### config.mk
export PLATFORM = sky130hd
export DESIGN_NAME = pc_unit
export DESIGN_NICKNAME = d
export VERILOG_FILES = /design/src/rtl/pc_pkg.sv /design/src/rtl/branch_target.sv /design/src/rtl/pc_unit.sv
export SDC_FILE = /design/constraint.sdc
export NUM_CORES = 1
export LEC_CHECK = 0
export CAP_MARGIN = 10
export CORE_MARGIN = 8
export CORE_UTILIZATION = 47
export DETAILED_ROUTE_END_ITERATION = 10
export PLACE_DENSITY = 0.87
export SYNTH_ARGS = -nofsm -noshare
export SYNTH_HDL_FRONTEND = slang
export SYNTH_SLANG_ARGS = --single-unit
### constraint.sdc
create_clock -name clk -period 2.1 [get_ports clk]
set_input_delay 0.21 -clock clk [delete_from_list [all_inputs] [get_ports clk]]
set_output_delay 0.21 -clock clk [all_outputs]
set_load 0.03 [all_outputs]
### src/rtl/pc_pkg.sv
// pc_pkg: shared types and constants for the program-counter stage.
package pc_pkg;

    typedef enum logic [1:0] {
        BOOT = 2'd0,
        RUN  = 2'd1,
        HALT = 2'd2
    } state_t;

    localparam int          INSN_BYTES       = 4;
    localparam logic [31:0] DEFAULT_RESET_PC = 32'h0000_0000;

endpackage

### src/rtl/branch_target.sv
// branch_target: combinational redirect target and alignment check.
module branch_target (
    input  logic        br_jalr,
    input  logic [31:0] br_pc,
    input  logic [31:0] br_imm,
    input  logic [31:0] rs1data,
    output logic [31:0] target,
    output logic        tgt_mis
);

    logic [31:0] sum;

    assign sum     = (br_jalr ? rs1data : br_pc) + br_imm;
    // jalr drops bit 0 first, so only bit 1 can still trip the check for it
    assign target  = br_jalr ? {sum[31:1], 1'b0} : sum;
    assign tgt_mis = |target[1:0];

endmodule

### src/rtl/pc_unit.sv
// pc_unit: PC register, fetch-request FSM and redirect/flush pulses.
module pc_unit
    import pc_pkg::*;
#(
    parameter int              XLEN     = 32,
    parameter logic [XLEN-1:0] RESET_PC = DEFAULT_RESET_PC
) (
    input  logic            clk,
    input  logic            rst_n,
    input  logic            br_valid,
    input  logic            br_taken,
    input  logic            br_jalr,
    input  logic [XLEN-1:0] br_pc,
    input  logic [XLEN-1:0] br_imm,
    input  logic [XLEN-1:0] rs1data,
    input  logic            stall,
    input  logic            if_ready,
    output logic            if_valid,
    output logic [XLEN-1:0] if_pc,
    output logic            flush,
    output logic            misalign,
    output logic            halted
);

    state_t          state, nstate;
    logic [XLEN-1:0] pc, target;
    logic            tgt_mis, acc, redir;

    branch_target u_tgt (
        .br_jalr (br_jalr),
        .br_pc   (br_pc),
        .br_imm  (br_imm),
        .rs1data (rs1data),
        .target  (target),
        .tgt_mis (tgt_mis)
    );

    assign if_pc = pc;
    assign acc   = if_valid & if_ready;
    assign redir = br_valid & br_taken & (state == RUN);

    always_comb begin
        if_valid = (state == RUN) & ~stall;
        nstate   = (state == BOOT) ? RUN : (redir & tgt_mis) ? HALT : state;
    end

    // a redirect overrides any same-cycle accept; that fetch is killed by flush
    always_ff @(posedge clk or negedge rst_n) begin
        if (!rst_n) begin
            state    <= BOOT;
            pc       <= RESET_PC;
            flush    <= 1'b0;
            misalign <= 1'b0;
            halted   <= 1'b0;
        end else begin
            state    <= nstate;
            pc       <= redir ? (tgt_mis ? pc : target) : acc ? pc + XLEN'(INSN_BYTES) : pc;
            flush    <= redir;
            misalign <= redir & tgt_mis;
            halted   <= nstate == HALT;
        end
    end

endmodule

==> flow_metrics.py <==
metrics = {
    "run_status": {
        "status": "complete, but fails checks",
        "violations": "setup timing",
    },
    "finish": {
        "seqCellArea_um2": 926,
        "areaGrowthSynthToFinish_pct": 85.3,
        "layout-drive-gt1-share_pct": 36.1,
        "multi_input_area_um2": 3680,
        "nFillCells": 312,
        "nNetsFinal": 906,
    },
    "logic_synthesis": {
        "netlist_area_um2": 4030,
        "synth_nets": 642,
        "ys_ff_latch": 37,
        "synth.distinct_cells": 59,
        "synthArstFlopShare_pct": 100,
        "ys_seq_area_share_pct": 23.0,
        "yosysWarningCount": 0,
        "synth_ff_type": "dfrtp_1",
        "netlist_instances": 506,
        "synth_edf_count": 0,
        "synth.avg_cell_area_um2": 7.97,
    },
    "clock_network": {
        "root_buffer": "clkbuf_8",
        "cts_tree": "built",
        "path_clk_slew_ps": 80,
        "clock_path_buffers": 2,
        "htreeDepth": 2,
        "cts-hold-fix-buffers": 0,
        "worstSkewPairLatency_ps": 300,
        "clock-sinks": 37,
        "numCtsBuffers": 5,
    },
    "setup_path": {
        "r2r_cells": 8,
        "worstSetupEndpoint": "if_pc[24]",
        "r2r_slack_ps": -300,
        "path_buf_inv": 1,
        "path_depth": 11,
        "cp.required_ps": 2330,
        "reg2reg_from": "if_pc[3]",
        "cp_max_fo": 4,
        "cp_slowest_cell": "or4_4",
        "end_kind": "flop",
        "cp.arrival_ps": 3150,
        "crit_chain": "clkdlybuf4s50_1, mux2_2, ha_1, and3_4, and2_1, a221o_1, or4_4, a21oi_4, o211ai_1, o31a_1, o21ai_2",
        "cp-start-kind": "input port",
        "path_class": "input port to flop",
        "crit_family": "compound AO/OA/AOI/OAI gates",
        "r2r-end": "if_pc[12]",
        "critPathMaxStageDelay_ps": 480,
        "startpoint": "br_pc[12]",
    },
    "global_routing": {
        "overflow": 0,
        "grt_pass1_vias": 5791,
        "grtUsageTotal_pct": 30.7,
        "antenna_found_initial": 0,
        "grt_pass1_wl_mm": 29.0,
        "grt_max_degree": 38,
    },
    "place": {
        "gp_congestion": 0.904,
        "dpl_worst_slack_ps": -1070,
        "hpwlAfterDp_mm": 12.5,
        "port_buffers": 138,
    },
    "die": {
        "fp.dieH_um": 109,
        "dieWidth_um": 109,
        "initial_core_util_pct": 48.8,
        "io_pins": 139,
        "std_cell_rows": 33,
        "die_area_um2": 11800,
        "core_area_um2": 8260,
    },
    "flow_run": {
        "drv_cap": 0,
    },
    "timing": {
        "rsz0062_at_grt": "true",
        "period_share_pct": 139,
        "setup_viol": 29,
        "relSlewSlack_pct": 42.0,
        "max_freq_mhz": 343,
        "worstMarginPinSlew_ps": 870,
        "finalHoldViolations": 0,
        "fin_crit_ps": 2920,
        "drv_slew": 0,
        "postLayoutSetupSlackWorst_ps": -819,
        "skew_ps": 6.27,
    },
    "detailed_routing": {
        "drt_first_pass_iters": 6,
        "viasPerCell": 7.12,
        "drc_errors": 0,
        "drt_wl_total_mm": 24.8,
        "wire_per_inst_um": 28.3,
        "num_vias": 6243,
        "drtAntennaViolNets": 0,
        "drtIter0Drc": 892,
    },
    "power_and_ir_drop": {
        "pwr-share-clk_pct": 8.5,
        "netSwitchingFraction_pct": 49.5,
        "p_total_mw": 6.15,
        "peakVddDrop_mv": 0.456,
        "p_comb_share_pct": 68.7,
        "sequentialPowerShare_pct": 22.9,
        "leakagePower_nw": 3.30,
        "p_switching_mw": 3.04,
        "p_int_mw": 3.10,
        "power_density_nw_per_um2": 823,
    },
    "min_path": {
        "hp-class": "input port to asynchronous set/reset pin",
    },
}
-- kinds of logic after synthesis --
logic type	synth area share (%)
flops	23.0
xor+xnor	5.00
compound gates	28.8
mux	9.65
fa+ha+maj	10.4
buf+inv	3.57
simple gates	19.6
-- Yosys cell counts (3+ instances only) --
cell type,instances,share of area [%]
a31oi_1,10,1.6
and2_1,7,1.1
nor2b_1,4,0.62
a22oi_1,3,0.56
o21ai_0,40,5.0
o21bai_1,4,0.74
dfrtp_1,37,23
xor2_1,10,2.2
nand3_1,17,2.1
a211oi_1,5,0.93
a21o_1,17,3.2
nor2_1,32,3.0
clkbuf_1,24,2.2
mux2_2,31,8.7
ha_1,32,9.9
inv_1,13,1.2
o22ai_1,6,0.93
mux2i_1,4,0.99
o31ai_1,3,0.56
a221oi_1,3,0.65
xnor2_1,13,2.8
a21oi_1,55,6.8
o21ai_1,3,0.37
nand4_1,19,2.9
and3_1,14,2.2
nand2_1,34,3.2
nand2b_1,7,1.1
o21a_1,6,1.1
o211ai_1,8,1.5
nor3_1,7,0.87
-- how the worst min path moves through the flow --
stage | start | end | slack [ps] | cells after the start
after floorplan | rst_n | flush | -90 | 0
after global placement | rst_n | if_pc[2] | 350 | 1
after detailed placement | rst_n | if_pc[2] | 360 | 1
after CTS | rst_n | if_pc[5] | 40 | 1
after global routing | rst_n | if_pc[5] | 80 | 1
final | rst_n | if_pc[3] | 10 | 1
-- state kept, by name (all words and copies together) (netlist names) --
signal and cells:
state 2, flush 1, misalign 1, halted 1, if_pc 32
-- layout make-up --
class / instances / area share (%)
timing repair buffer: 282 / 34.6
sequential: 37 / 12.4
inverter: 13 / 0.653
multi-input combinational: 431 / 49.3
antenna: 1 / 0.0335
clock buffer: 5 / 0.921
clock inverter: 3 / 0.301
tap: 105 / 1.76
-- placed cells by master (no fill, tap or decap), types with 6 or more instances in the layout --
cell,instances
buf_4,123
clkdlybuf4s50_1,114
a21oi_1,43
dfrtp_1,37
nand2_1,30
nor2_1,27
o21ai_0,24
mux2_2,20
nand4_1,19
ha_1,18
a21o_1,17
nand3_1,17
dlygate4sd2_1,16
buf_6,16
ha_4,14
o21ai_1,13
and3_1,12
inv_1,11
mux2_4,11
a21oi_2,10
o211ai_1,8
nand2b_1,7
and2_1,7
o21ai_2,7
nor3_1,7
xnor2_1,6
dlymetal6s2s_1,6
-- timing repair --
| item | CTS | global route |
|---|---|---|
| pin swaps | 61 | 56 |
| resized for setup | 93 | 60 |
| cloned | 1 | 0 |
| endpoints found under the setup margin | 30 | 29 |
| hold endpoints to repair | 0 | 0 |
| setup buffers | 30 | 10 |
-- power by group through the flow --
stage	clock [mW]	combinational (mW)	sequential [mW]
finish	0.520	4.22	1.41
CTS	0.515	3.64	1.35
global placement	0	3.26	1.35
floorplan	0	1.25	1.88
detailed placement	0	3.37	1.36
global route	0.550	4.35	1.41
-- through the flow --
| stage | hold slack [ps] | std cells | TNS, ps | area [um2] | utilization (%) |
|---|---|---|---|---|---|
| CTS | 37.5 | 869 | -8230 | 7130 | 86.3 |
| floorplan | -85.6 | 506 | -11380 | 4280 | - |
| global placement | 350 | 835 | -20460 | 6450 | 78.1 |
| finish | 14.7 | 877 | -16130 | 7470 | 90.5 |
| global route | 83.0 | 876 | -16320 | 7470 | 90.5 |
| detailed placement | 360 | 835 | -24170 | 6450 | 78.1 |
-- routing by layer --
| metal | vias up | track usage [%] | routed length [um] | share of wire [%] |
|---|---|---|---|---|
| met4 | 0 | 17.3 | 2460 | 9.9 |
| met3 | 242 | 6.19 | 3430 | 14 |
| met2 | 732 | 54.4 | 11200 | 45 |
| met1 | 2833 | 33.5 | 7690 | 31 |
| met5 | - | 0 | 0 | 0 |
| li1 | 2436 | - | - | - |
Power figures use the tool's default switching activity.
